File: src/rtl/multu_seq_if.sv
// Handshake and result bus between the pipeline control and the MULTU sequencer.
interface multu_seq_if #(
    parameter int WIDTH = 32
);
    logic             start;
    logic [5:0]       Signal;
    logic [WIDTH-1:0] dataA;
    logic [WIDTH-1:0] dataB;
    logic             busy;
    logic             done;
    logic [WIDTH-1:0] hi;
    logic [WIDTH-1:0] lo;
    logic [WIDTH-1:0] dataOut;

    modport master (
        output start, Signal, dataA, dataB,
        input  busy, done, hi, lo, dataOut
    );

    modport slave (
        input  start, Signal, dataA, dataB,
        output busy, done, hi, lo, dataOut
    );
endinterface

File: src/rtl/multu_seq_ctrl.sv
// Shift-add sequencer for MULTU with HI/LO commit and MFHI/MFLO read port.
// Optional macro MULTU_EARLY_EXIT_EN ends RUN once the remaining multiplier bits are zero.
module multu_seq_ctrl #(
    parameter int WIDTH = 32,
    parameter int CNT_W = 6
) (
    input  logic      clk,
    input  logic      reset,
    multu_seq_if.slave bus
);
    localparam logic [5:0]       FN_MULTU = 6'd25;
    localparam logic [5:0]       FN_MFHI  = 6'd16;
    localparam logic [5:0]       FN_MFLO  = 6'd18;
    localparam logic [CNT_W-1:0] LAST_CNT = CNT_W'(WIDTH - 1);

    typedef enum logic [1:0] {IDLE, RUN, DONE} state_t;

    state_t               state;
    state_t               state_nxt;
    logic [2*WIDTH-1:0]   prod;
    logic [2*WIDTH-1:0]   mcnd;
    logic [2*WIDTH-1:0]   prod_sum;
    logic [WIDTH-1:0]     mpr;
    logic [CNT_W-1:0]     cnt;
    logic [WIDTH-1:0]     hi_r;
    logic [WIDTH-1:0]     lo_r;
    logic                 accept;
    logic                 last_iter;

    assign accept   = bus.start && (bus.Signal == FN_MULTU);
    assign prod_sum = prod + (mpr[0] ? mcnd : '0);

`ifdef MULTU_EARLY_EXIT_EN
    // Once no set bits remain above bit 0, further iterations only add zero.
    assign last_iter = (cnt == LAST_CNT) || ((mpr >> 1) == '0);
`else
    assign last_iter = (cnt == LAST_CNT);
`endif

    always_ff @(posedge clk) begin
        if (reset) begin
            state <= IDLE;
        end else begin
            state <= state_nxt;
        end
    end

    always_comb begin
        state_nxt = state;
        bus.busy  = 1'b0;
        bus.done  = 1'b0;
        case (state)
            IDLE: begin
                if (accept) begin
                    state_nxt = RUN;
                end
            end
            RUN: begin
                bus.busy = 1'b1;
                if (last_iter) begin
                    state_nxt = DONE;
                end
            end
            DONE: begin
                bus.busy  = 1'b1;
                bus.done  = 1'b1;
                state_nxt = IDLE;
            end
            default: state_nxt = IDLE;
        endcase
    end

    // Datapath: load on accept, iterate in RUN, commit the final sum on the exit edge.
    always_ff @(posedge clk) begin
        if (reset) begin
            prod <= '0;
            mcnd <= '0;
            mpr  <= '0;
            cnt  <= '0;
            hi_r <= '0;
            lo_r <= '0;
        end else begin
            case (state)
                IDLE: begin
                    if (accept) begin
                        mcnd <= {{WIDTH{1'b0}}, bus.dataA};
                        mpr  <= bus.dataB;
                        prod <= '0;
                        cnt  <= '0;
                    end
                end
                RUN: begin
                    prod <= prod_sum;
                    mcnd <= mcnd << 1;
                    mpr  <= mpr >> 1;
                    cnt  <= cnt + CNT_W'(1);
                    if (last_iter) begin
                        {hi_r, lo_r} <= prod_sum;
                    end
                end
                default: ;
            endcase
        end
    end

    assign bus.hi = hi_r;
    assign bus.lo = lo_r;

    always_comb begin
        bus.dataOut = '0;
        case (bus.Signal)
            FN_MFHI: bus.dataOut = hi_r;
            FN_MFLO: bus.dataOut = lo_r;
            default: bus.dataOut = '0;
        endcase
    end
endmodule

File: src/flat_wrapper.sv
// flat-port wrapper written by rule: the top's interface ports become plain ports
module multu_seq_ctrl_flat 
#(
    parameter int WIDTH = 32,
    parameter int CNT_W = 6
)
  (clk, reset, bus_start, bus_Signal, bus_dataA, bus_dataB, bus_busy, bus_done, bus_hi, bus_lo, bus_dataOut);
  multu_seq_if #(.WIDTH(WIDTH)) bus_i ();
  input  logic clk;
  input  logic reset;
  input wire logic [$bits(bus_i.start)-1:0] bus_start;
  input wire logic [$bits(bus_i.Signal)-1:0] bus_Signal;
  input wire logic [$bits(bus_i.dataA)-1:0] bus_dataA;
  input wire logic [$bits(bus_i.dataB)-1:0] bus_dataB;
  output wire logic [$bits(bus_i.busy)-1:0] bus_busy;
  output wire logic [$bits(bus_i.done)-1:0] bus_done;
  output wire logic [$bits(bus_i.hi)-1:0] bus_hi;
  output wire logic [$bits(bus_i.lo)-1:0] bus_lo;
  output wire logic [$bits(bus_i.dataOut)-1:0] bus_dataOut;
  assign bus_i.start = bus_start;
  assign bus_i.Signal = bus_Signal;
  assign bus_i.dataA = bus_dataA;
  assign bus_i.dataB = bus_dataB;
  assign bus_busy = bus_i.busy;
  assign bus_done = bus_i.done;
  assign bus_hi = bus_i.hi;
  assign bus_lo = bus_i.lo;
  assign bus_dataOut = bus_i.dataOut;
  multu_seq_ctrl #(.WIDTH(WIDTH), .CNT_W(CNT_W)) u_core (.clk(clk), .reset(reset), .bus(bus_i));
endmodule
File: config.mk
export PLATFORM = sky130hd
export DESIGN_NAME = multu_seq_ctrl_flat
export DESIGN_NICKNAME = d
export VERILOG_FILES = /design/src/rtl/multu_seq_if.sv /design/src/rtl/multu_seq_ctrl.sv /design/src/flat_wrapper.sv
export SDC_FILE = /design/constraint.sdc
export NUM_CORES = 1
export LEC_CHECK = 0
export ABC_AREA = 1
export CAP_MARGIN = 20
export CORE_ASPECT_RATIO = 1.75
export CORE_MARGIN = 2
export CORE_UTILIZATION = 25
export DETAILED_ROUTE_END_ITERATION = 12
export GPL_TIMING_DRIVEN = 1
export SLEW_MARGIN = 40
export SYNTH_ARGS = -nofsm -noshare
export SYNTH_HDL_FRONTEND = slang
export SYNTH_SLANG_ARGS = --single-unit
File: constraint.sdc
create_clock -name clk -period 3.4 [get_ports clk]
set_input_delay 0.34 -clock clk [delete_from_list [all_inputs] [get_ports clk]]
set_output_delay 0.34 -clock clk [all_outputs]
set_load 0.01 [all_outputs]
==> flow_summary.toml, run 1 <==
[timing]
finalSetupViolations = 0
maxSlewViolCount = 0
final_min_period_over_clock_period_pct = 92.81
final_hold_viol_count = 0
worst_clock_skew_ps = 48.96
post-route-min-period_ps = 3155
grt_setup_unrepaired = "false"
whs_ps = 320.2
relSlewSlack_pct = 52.56
timing.fmax_ghz = 0.3169
max_slew.worst_pin.slew_ps = 711.6
tns_ps = 0

[place]
count_of_input_and_output_buffers = 170
gpl.final_weighted_congestion = 1.031
dp.final_hpwl_mm = 51.04

[critical_path]
critical_path_peak_fanout = 22
cp_num_buf_inv = 4
crit_type = "flop to flop"
worst_setup_path_start_kind = "flop"
crit_path_top_delay_cell = "sky130_fd_sc_hd__xor2_1"
worst-endpoint-arrival_ps = 3630
crit_top_cell = "sky130_fd_sc_hd__nand2_1"
path_cells = "buf_12 -> nand2_1 -> inv_1 -> ha_1 -> nand2_1 -> nor2_1 -> nand2_1 -> inv_1 -> nand3_1 -> nand3b_1 -> xor2_1 -> buf_4 -> nand2_1 -> a21oi_1"
worstPathRequired_ps = 3870
critical_path.max_stage_delay_ps = 600
worstSetupEndpointType = "flop"
critical_path.top_delay_family = "simple AND/OR/NAND/NOR gates"

[floorplan]
placeableCoreArea_um2 = 60960
fp.dieW_um = 191.3
initial_utilization_pct = 25.18
rows = 120
boundaryPins = 171
vertical_die_dimension_um = 331.8
die_outline_area_um2 = 63490

[power_and_ir_drop]
power_mw = 5.962
powerDensity_nw_per_um2 = 315.9
ir_drop_mv = 0.3107
switching_share_pct = 24.41
p_switching_mw = 1.455
intPower_mw = 4.506
clock_power_share_pct = 49.3
power.static_leakage_nw = 9.321
power.share.combinational_pct = 5.0
seq_power_share_pct = 45.7

[cts]
cts_setup_buffers = 0
clk_latency_ps = 590
cts-buffers-inserted = 25
clock_sinks = 232
cts-root-buf = "sky130_fd_sc_hd__clkbuf_16"
path_clk_slew_ps = 60
cts.htree.levels = 1
cts-hold-fix-buffers = 0
cts.path.max_buffers = 3
tritoncts = "built"
resize_count_post_cts = 0

[drt]
dr.pass1.iters = 6
route.detailed.vias_per_inst = 4.616
total_via_count_in_the_routed_design = 16410
wire_per_inst_um = 18.11
drt_wl_total_mm = 64.39
dr.first_iter.drc_count = 1060
post-route-drc-count = 0
drt.antenna.violating_nets = 0

[global_route]
global_route_wire_length_before_repair_mm = 94.47
antenna_violations_before_repair = 0
largest_net_degree_at_the_start_of_global_routing = 144
first_global_vias = 15960
gr-total-overflow = 0
track_usage_pct = 19.89

[synth]
mappedNetlistNets = 2749
yosysWarningCount = 0
ys_ff_latch = 232
synthesis.instances = 2608
synth_edf_count = 0
synthArstFlopShare_pct = 0
yosysUniqueCellTypes = 36
syn-mean-instance-area_um2 = 5.887
synth-main-ff-cell = "sky130_fd_sc_hd__dfxtp_1"
syn-cell-area_um2 = 15350
synth.yosys.seq_area_share_pct = 30.25

[finish]
fin_nets = 2885
layout.filler_cells = 6955
layout_commonest_cell = "sky130_fd_sc_hd__nand2_1"
sequential_cell_area_um2 = 4646
post_route_cells_drive_above_1_share_pct = 3.440
area.growth.synth_to_final_pct = 22.93
layout_common_cells = "sky130_fd_sc_hd__nand2_1 (990), sky130_fd_sc_hd__inv_1 (537), sky130_fd_sc_hd__a21oi_1 (269)"
antenna_cells = 0
finish.utilization_pct = 30.96
multiInputGateArea_um2 = 8309

[flow_run]
timing.max_cap.violations = 0

[hold_path]
worstHoldPathType = "input pin to flop"

[status]
outcome = "completed"
kinds of logic after synthesis:
group                      count (synthesis)  share of synthesized area, %
xor gates and xnor gates                  31                         1.769
and+or+nand+nor                         1231                         31.71
AOI/OAI and AO/OA                        413                         14.90
buffers and inverters                    633                         15.78
DFF                                      232                         30.25
adders and majority gates                 68                         5.591
layer usage:
| layer | global-route usage [%] | vias to the layer above | wire length [um] |
|---|---|---|---|
| li1 | - | 8266 | - |
| met1 | 18.20 | 7497 | 21270 |
| met2 | 37.47 | 437 | 34100 |
| met3 | 1.997 | 211 | 1978 |
| met4 | 18.56 | 0 | 7040 |
| met5 | 0 | - | 0 |
power groups by stage:
stage                     Sequential (mW)  Clock (mW)  Combinational (mW)
after floorplan                      2.79           0               0.138
after global placement               2.79           0               0.304
after detailed placement             2.79           0               0.302
after CTS                            2.73        3.02               0.302
after global routing                 2.72        3.09               0.321
final                                2.73        2.94               0.297
final cells by class:
| type | instances | share of cell area [%] |
|---|---|---|
| multi-input combinational | 1743 | 44.03 |
| sequential | 232 | 24.62 |
| timing repair buffer | 202 | 10.83 |
| inverter | 540 | 10.75 |
| tap | 793 | 5.257 |
| clock buffer | 32 | 3.666 |
| clock inverter | 13 | 0.8552 |
Yosys cell counts, types with 2 or more instances:
cell type	n	share of area (%)
sky130_fd_sc_hd__o22ai_1	32	1.3
sky130_fd_sc_hd__nor2_1	105	2.6
sky130_fd_sc_hd__inv_1	537	13
sky130_fd_sc_hd__nor2_2	5	0.20
sky130_fd_sc_hd__o21ai_0	40	1.3
sky130_fd_sc_hd__clkbuf_1	54	1.3
sky130_fd_sc_hd__and2_1	2	0.081
sky130_fd_sc_hd__xnor2_1	3	0.17
sky130_fd_sc_hd__nor3b_1	3	0.15
sky130_fd_sc_hd__a22oi_1	64	3.1
sky130_fd_sc_hd__nand2_2	3	0.12
sky130_fd_sc_hd__nand2_1	990	24
sky130_fd_sc_hd__xor2_1	28	1.6
sky130_fd_sc_hd__nor3_1	18	0.59
sky130_fd_sc_hd__dfxtp_1	232	30
sky130_fd_sc_hd__nand3b_1	11	0.54
sky130_fd_sc_hd__ha_1	67	5.5
sky130_fd_sc_hd__a2bb2oi_1	2	0.11
sky130_fd_sc_hd__buf_2	31	1.0
sky130_fd_sc_hd__or2_2	2	0.081
sky130_fd_sc_hd__buf_1	7	0.17
sky130_fd_sc_hd__nand4_1	3	0.12
sky130_fd_sc_hd__a21oi_1	269	8.8
sky130_fd_sc_hd__o21bai_1	3	0.15
sky130_fd_sc_hd__nand3_1	84	2.7
sky130_fd_sc_hd__inv_2	3	0.073
worst min-delay path: stages:
cell and delay (ps):
sky130_fd_sc_hd__buf_6 140, sky130_fd_sc_hd__buf_12 180, sky130_fd_sc_hd__a21oi_1 140
through the flow:
stage                     setup WS, ps  std cells  area, um^2
final                            244.6       3555       18870
after global routing             136.7       3555       18870
after CTS                        384.0       3555       18870
after detailed placement         410.6       3510       18010
after global placement           355.8       3510       18010
after floorplan                  775.6       2608       15350
registers in the layout, summed over array words and instances (netlist names):
name and count:
u_core.bus.hi 32, u_core.prod 64, u_core.state 2, u_core.mcnd 64, u_core.bus.lo 32, u_core.mpr 32, u_core.cnt 6
path summary, 6_finish.rpt:
path / startpoint / endpoint / slack (ps) / cells after the start
worst min register to register: u_core.mpr[29] / u_core.mpr[29] / 470 / 2
worst max-delay path: u_core.mpr[0] / u_core.prod[22] / 240 / 14
worst max register to register: u_core.mpr[0] / u_core.prod[22] / 240 / 14
worst min-delay path: reset / u_core.prod[51] / 320 / 3
(Power assumes the default switching activity.)
==> run 2, diff against run 1 <==
--- a/config.mk
+++ b/config.mk
@@ -9,7 +9,7 @@
 export CAP_MARGIN = 20
 export CORE_ASPECT_RATIO = 1.75
 export CORE_MARGIN = 2
-export CORE_UTILIZATION = 25
+export CORE_UTILIZATION = 44
 export DETAILED_ROUTE_END_ITERATION = 12
 export GPL_TIMING_DRIVEN = 1
 export SLEW_MARGIN = 40
==> flow_summary.toml, run 2 (same netlist as run 1, synthesis figures left out) <==
[finish]
reg_top3 = "u_core.mcnd x64, u_core.prod x64"
multiInputGateArea_um2 = 8310
fin_nets = 2872
antenna_cells = 0
layout_commonest_cell = "sky130_fd_sc_hd__nand2_1"
post_layout_nonfiller_instances = 3206
post_route_cells_drive_above_1_share_pct = 2.913
area.growth.synth_to_final_pct = 19.12
layout_common_cells = "sky130_fd_sc_hd__nand2_1 (989), sky130_fd_sc_hd__inv_1 (537), sky130_fd_sc_hd__a21oi_1 (269)"
sequential_cell_area_um2 = 4646
layout.filler_cells = 3688
finish.utilization_pct = 53.07

[drt]
total_via_count_in_the_routed_design = 16340
route.detailed.vias_per_inst = 5.097
dr.first_iter.drc_count = 777
dr.pass1.iters = 6
wire_per_inst_um = 18.32
post-route-drc-count = 0
drt.antenna.violating_nets = 0
drt_wl_total_mm = 58.72

[floorplan]
initial_utilization_pct = 44.55
boundaryPins = 171
fp.dieW_um = 145.2
die_outline_area_um2 = 36460
rows = 90
placeableCoreArea_um2 = 34460
vertical_die_dimension_um = 251.1

[power_and_ir_drop]
powerDensity_nw_per_um2 = 307.4
power.static_leakage_nw = 9.234
ir_drop_mv = 0.3857

[cts]
clock_sinks = 232
cts-root-buf = "sky130_fd_sc_hd__clkbuf_16"
cts-hold-fix-buffers = 0
path_clk_slew_ps = 60
cts.path.max_buffers = 3
clk_latency_ps = 560
cts.htree.levels = 1
cts-buffers-inserted = 24
tritoncts = "built"

[timing]
max_slew.worst_pin.slew_ps = 667.9
grt_setup_unrepaired = "false"
whs_ps = 302.5
relSlewSlack_pct = 55.47
finalSetupViolations = 0
worst_clock_skew_ps = 24.70
maxSlewViolCount = 0
post-route-min-period_ps = 3254
timing.fmax_ghz = 0.3073
final_hold_viol_count = 0
finalWorstSetupSlack_ps = 146.2
final_min_period_over_clock_period_pct = 95.70

[place]
count_of_input_and_output_buffers = 170
placed_cells_incl_taps = 3163
place_ws_ps = -6.485
dp.final_hpwl_mm = 45.85
gpl.final_weighted_congestion = 1.043

[global_route]
global_route_wire_length_before_repair_mm = 87.42
gr-total-overflow = 0
track_usage_pct = 31.03
antenna_violations_before_repair = 0
first_global_vias = 15880
largest_net_degree_at_the_start_of_global_routing = 98

[critical_path]
critical_path_peak_fanout = 27
crit_type = "flop to flop"
worstPathRequired_ps = 3860
worstSetupEndpointType = "flop"
worst-endpoint-arrival_ps = 3710
worst_setup_path_start_kind = "flop"

[hold_path]
worstHoldPathType = "input pin to flop"

[status]
outcome = "completed"

[flow_run]
timing.max_cap.violations = 0
[run 2: changes by cell type in the layout (fill, tap and decap cells not counted), moves of 2 or more]
cell and change:
sky130_fd_sc_hd__clkbuf_8 +3, sky130_fd_sc_hd__inv_6 -2, sky130_fd_sc_hd__buf_4 -13, sky130_fd_sc_hd__bufinv_16 -3, sky130_fd_sc_hd__clkinvlp_4 -3
[run 2: cell type report]
type                    instances  area share, %
multi-input cells            1743          45.44
repair buffers                190          10.75
inverters                     540          11.10
clock inverters                 7         0.2874
flip-flops and latches        232          25.40
clock buffers                  34          3.872
well taps                     460          3.147
[run 2: power by group]
group / internal, mW / switching (mW)
sequential: 2.72 / 0.00359
combinational: 0.111 / 0.175
clock: 1.45 / 1.16
total: 4.28 / 1.34
[run 2: layer usage]
| metal | up-vias | global-route usage [%] | routed length [um] |
|---|---|---|---|
| met5 | - | 0 | 0 |
| met4 | 0 | 22.32 | 4841 |
| met3 | 165 | 3.049 | 2026 |
| met2 | 412 | 59.49 | 31010 |
| met1 | 7536 | 30.81 | 20850 |
| li1 | 8228 | - | - |
[run 2: through the flow]
| step | TNS (ps) | total power, mW | instance area (um^2) |
|---|---|---|---|
| floorplan | 0 | 2.924 | 15350 |
| global placement | -73.81 | 3.067 | 17480 |
| detailed placement | -6.485 | 3.069 | 17480 |
| CTS | 0 | 5.676 | 18250 |
| global route | 0 | 5.806 | 18290 |
| finish | 0 | 5.622 | 18290 |
[run 2: final timing paths]
| kind | from | endpoint | slack [ps] | cells past startpoint |
|---|---|---|---|---|
| setup / recovery | u_core.mpr[0] | u_core.bus.hi[27] | 150 | 15 |
| hold / removal | reset | u_core.prod[18] | 300 | 2 |
| setup reg to reg | u_core.mpr[0] | u_core.bus.hi[27] | 150 | 15 |
| hold reg to reg | u_core.mpr[20] | u_core.mpr[20] | 470 | 2 |
[run 2: worst max-delay path, stage by stage (launching register included)]
cell                      delay, ps
sky130_fd_sc_hd__dfxtp_2        370
sky130_fd_sc_hd__buf_12         190
sky130_fd_sc_hd__nand2_1        100
sky130_fd_sc_hd__inv_1           50
sky130_fd_sc_hd__ha_1           420
sky130_fd_sc_hd__nand2_2        120
sky130_fd_sc_hd__nor2_1         430
sky130_fd_sc_hd__nand2_1        240
sky130_fd_sc_hd__nor4_2         500
sky130_fd_sc_hd__nand2_1        290
sky130_fd_sc_hd__nand2_1        110
sky130_fd_sc_hd__nand2_1         70
sky130_fd_sc_hd__nand2_1         60
sky130_fd_sc_hd__nand2_1         50
sky130_fd_sc_hd__nand2_1         80
sky130_fd_sc_hd__inv_1           40
[run 2: repair_timing]
item,in CTS,in global routing
gates resized for setup,1,1
cloned,0,1
setup buffers,0,0
endpoints found under the setup margin,1,2
==> run 3, diff against run 2 <==
--- a/config.mk
+++ b/config.mk
@@ -12,6 +12,7 @@
 export CORE_UTILIZATION = 44
 export DETAILED_ROUTE_END_ITERATION = 12
 export GPL_TIMING_DRIVEN = 1
+export PLACE_DENSITY = 0.76
 export SLEW_MARGIN = 40
 export SYNTH_ARGS = -nofsm -noshare
 export SYNTH_HDL_FRONTEND = slang
==> flow_summary.toml, run 3 (same netlist as run 1, synthesis figures left out) <==
[status]
outcome = "completed"

[critical_path]
worstPathRequired_ps = 3880
worstRegToRegCells = 17
worst-endpoint-arrival_ps = 3580
worstSetupEndpointType = "flop"
crit_type = "flop to flop"
critical_path_peak_fanout = 47
worst-r2r-setup-slack_ps = 300
worst_r2r_dst = "u_core.bus.hi[24]"
r2r_start = "u_core.mpr[0]"
worst_setup_path_start_kind = "flop"
startpoint = "u_core.mpr[0]"

[finish]
area.growth.synth_to_final_pct = 19.56
finish.utilization_pct = 53.27
reg_top3 = "u_core.mcnd x64, u_core.prod x64"
sequential_cell_area_um2 = 4646
layout.filler_cells = 3687
fin_nets = 2871
post_route_cells_drive_above_1_share_pct = 2.839
multiInputGateArea_um2 = 8302
layout_common_cells = "sky130_fd_sc_hd__nand2_1 (990), sky130_fd_sc_hd__inv_1 (537), sky130_fd_sc_hd__a21oi_1 (269)"
antenna_cells = 0
layout_commonest_cell = "sky130_fd_sc_hd__nand2_1"
post_layout_nonfiller_instances = 3207

[floorplan]
boundaryPins = 171
placeableCoreArea_um2 = 34460
initial_utilization_pct = 44.55
die_outline_area_um2 = 36460
vertical_die_dimension_um = 251.1
fp.dieW_um = 145.2
rows = 90

[flow_run]
timing.max_cap.violations = 0

[cts]
cts-hold-fix-buffers = 0
path_clk_slew_ps = 60
clk_latency_ps = 580
cts.path.max_buffers = 3
resize_count_post_cts = 0
cts-buffers-inserted = 25
clock_sinks = 232
cts-root-buf = "sky130_fd_sc_hd__clkbuf_16"
tritoncts = "built"
cts_setup_buffers = 0
cts.htree.levels = 1

[drt]
post-route-drc-count = 0
drt_wl_total_mm = 58.26
dr.pass1.iters = 5
total_via_count_in_the_routed_design = 16550
wire_per_inst_um = 18.17
dr.first_iter.drc_count = 988
drt.antenna.violating_nets = 0
route.detailed.vias_per_inst = 5.162

[place]
gpl.final_weighted_congestion = 1.057
dp.final_hpwl_mm = 46.21
placed_cells_incl_taps = 3163
count_of_input_and_output_buffers = 170
place_ws_ps = 356.7

[hold_path]
holdCritStartpoint = "reset"
timing.hold.worst_endpoint = "u_core.prod[62]"
min_delay_path_depth = 2
worstHoldPathType = "input pin to flop"

[global_route]
global_route_wire_length_before_repair_mm = 87.56
grt_max_usage_layer = "met2"
grt_use_met3_pct = 2.922
antenna_violations_before_repair = 0
first_global_vias = 16260
track_usage_pct = 30.96
use_met2_pct = 57.25
groute.layer.met1.usage_pct = 28.92
largest_net_degree_at_the_start_of_global_routing = 116
gr-total-overflow = 0

[timing]
timing.fmax_ghz = 0.3230
relSlewSlack_pct = 51.33
maxSlewViolCount = 0
finalSetupViolations = 0
post-route-min-period_ps = 3096
grt_setup_unrepaired = "false"
final_hold_viol_count = 0
max_slew.worst_pin.slew_ps = 727.6
finalWorstSetupSlack_ps = 304.0
worst_clock_skew_ps = 41.63
final_min_period_over_clock_period_pct = 91.06
tns_ps = 0

[power_and_ir_drop]
power.static_leakage_nw = 9.263
powerDensity_nw_per_um2 = 327.9
ir_drop_mv = 0.3814
run 3: final cells by class:
class,instances,share of cell area (%)
repair buffers,188,10.42
inverters,540,11.06
clock inverters,12,1.132
well taps,460,3.136
multi-input cells,1743,45.23
flip-flops and latches,232,25.31
clock buffers,32,3.715
run 3: stage by stage:
step | hold slack (ps) | power, mW | area [um^2]
after floorplan | 444.7 | 2.924 | 15350
after global placement | 451.9 | 3.065 | 17470
after detailed placement | 459.1 | 3.069 | 17470
after CTS | 165.3 | 6.066 | 18360
after global routing | 185.2 | 6.192 | 18360
final | 179.6 | 6.019 | 18360
run 3: worst max path at each step:
stage | depth (start not counted) | slack, ps | endpoint
after floorplan | 20 | 780 | u_core.bus.hi[12]
after global routing | 13 | 7 | u_core.prod[20]
after global placement | 17 | 290 | u_core.bus.hi[24]
after CTS | 17 | 370 | u_core.bus.hi[22]
after detailed placement | 17 | 360 | u_core.bus.hi[22]
final | 17 | 300 | u_core.bus.hi[24]
run 3: report_power, final:
| group | switching, mW | total (mW) | internal, mW |
|---|---|---|---|
| clock network | 1.21 | 3.01 | 1.80 |
| logic | 0.177 | 0.282 | 0.106 |
| registers | 0.00372 | 2.73 | 2.72 |
| total | 1.39 | 6.02 | 4.63 |
run 3: critical path, stage by stage, from the launching register on:
cell and delay (ps):
sky130_fd_sc_hd__dfxtp_2 560, sky130_fd_sc_hd__buf_12 290, sky130_fd_sc_hd__nand2_1 80, sky130_fd_sc_hd__inv_1 70
sky130_fd_sc_hd__ha_1 310, sky130_fd_sc_hd__nand2_1 170, sky130_fd_sc_hd__inv_1 100, sky130_fd_sc_hd__nand2_1 110
sky130_fd_sc_hd__nor3_1 380, sky130_fd_sc_hd__nand2_1 200, sky130_fd_sc_hd__nor2_1 140, sky130_fd_sc_hd__nand2_1 140
sky130_fd_sc_hd__nand2_1 100, sky130_fd_sc_hd__nand2_1 80, sky130_fd_sc_hd__nand2_1 90, sky130_fd_sc_hd__nand2_1 60
sky130_fd_sc_hd__nand2_1 70, sky130_fd_sc_hd__inv_1 40
run 3: routing by layer:
layer  wire (um)  vias up
li1            -     8235
met1       19430     7512
met2       29630      555
met3        2316      251
met4        6874        0
met5           0        -
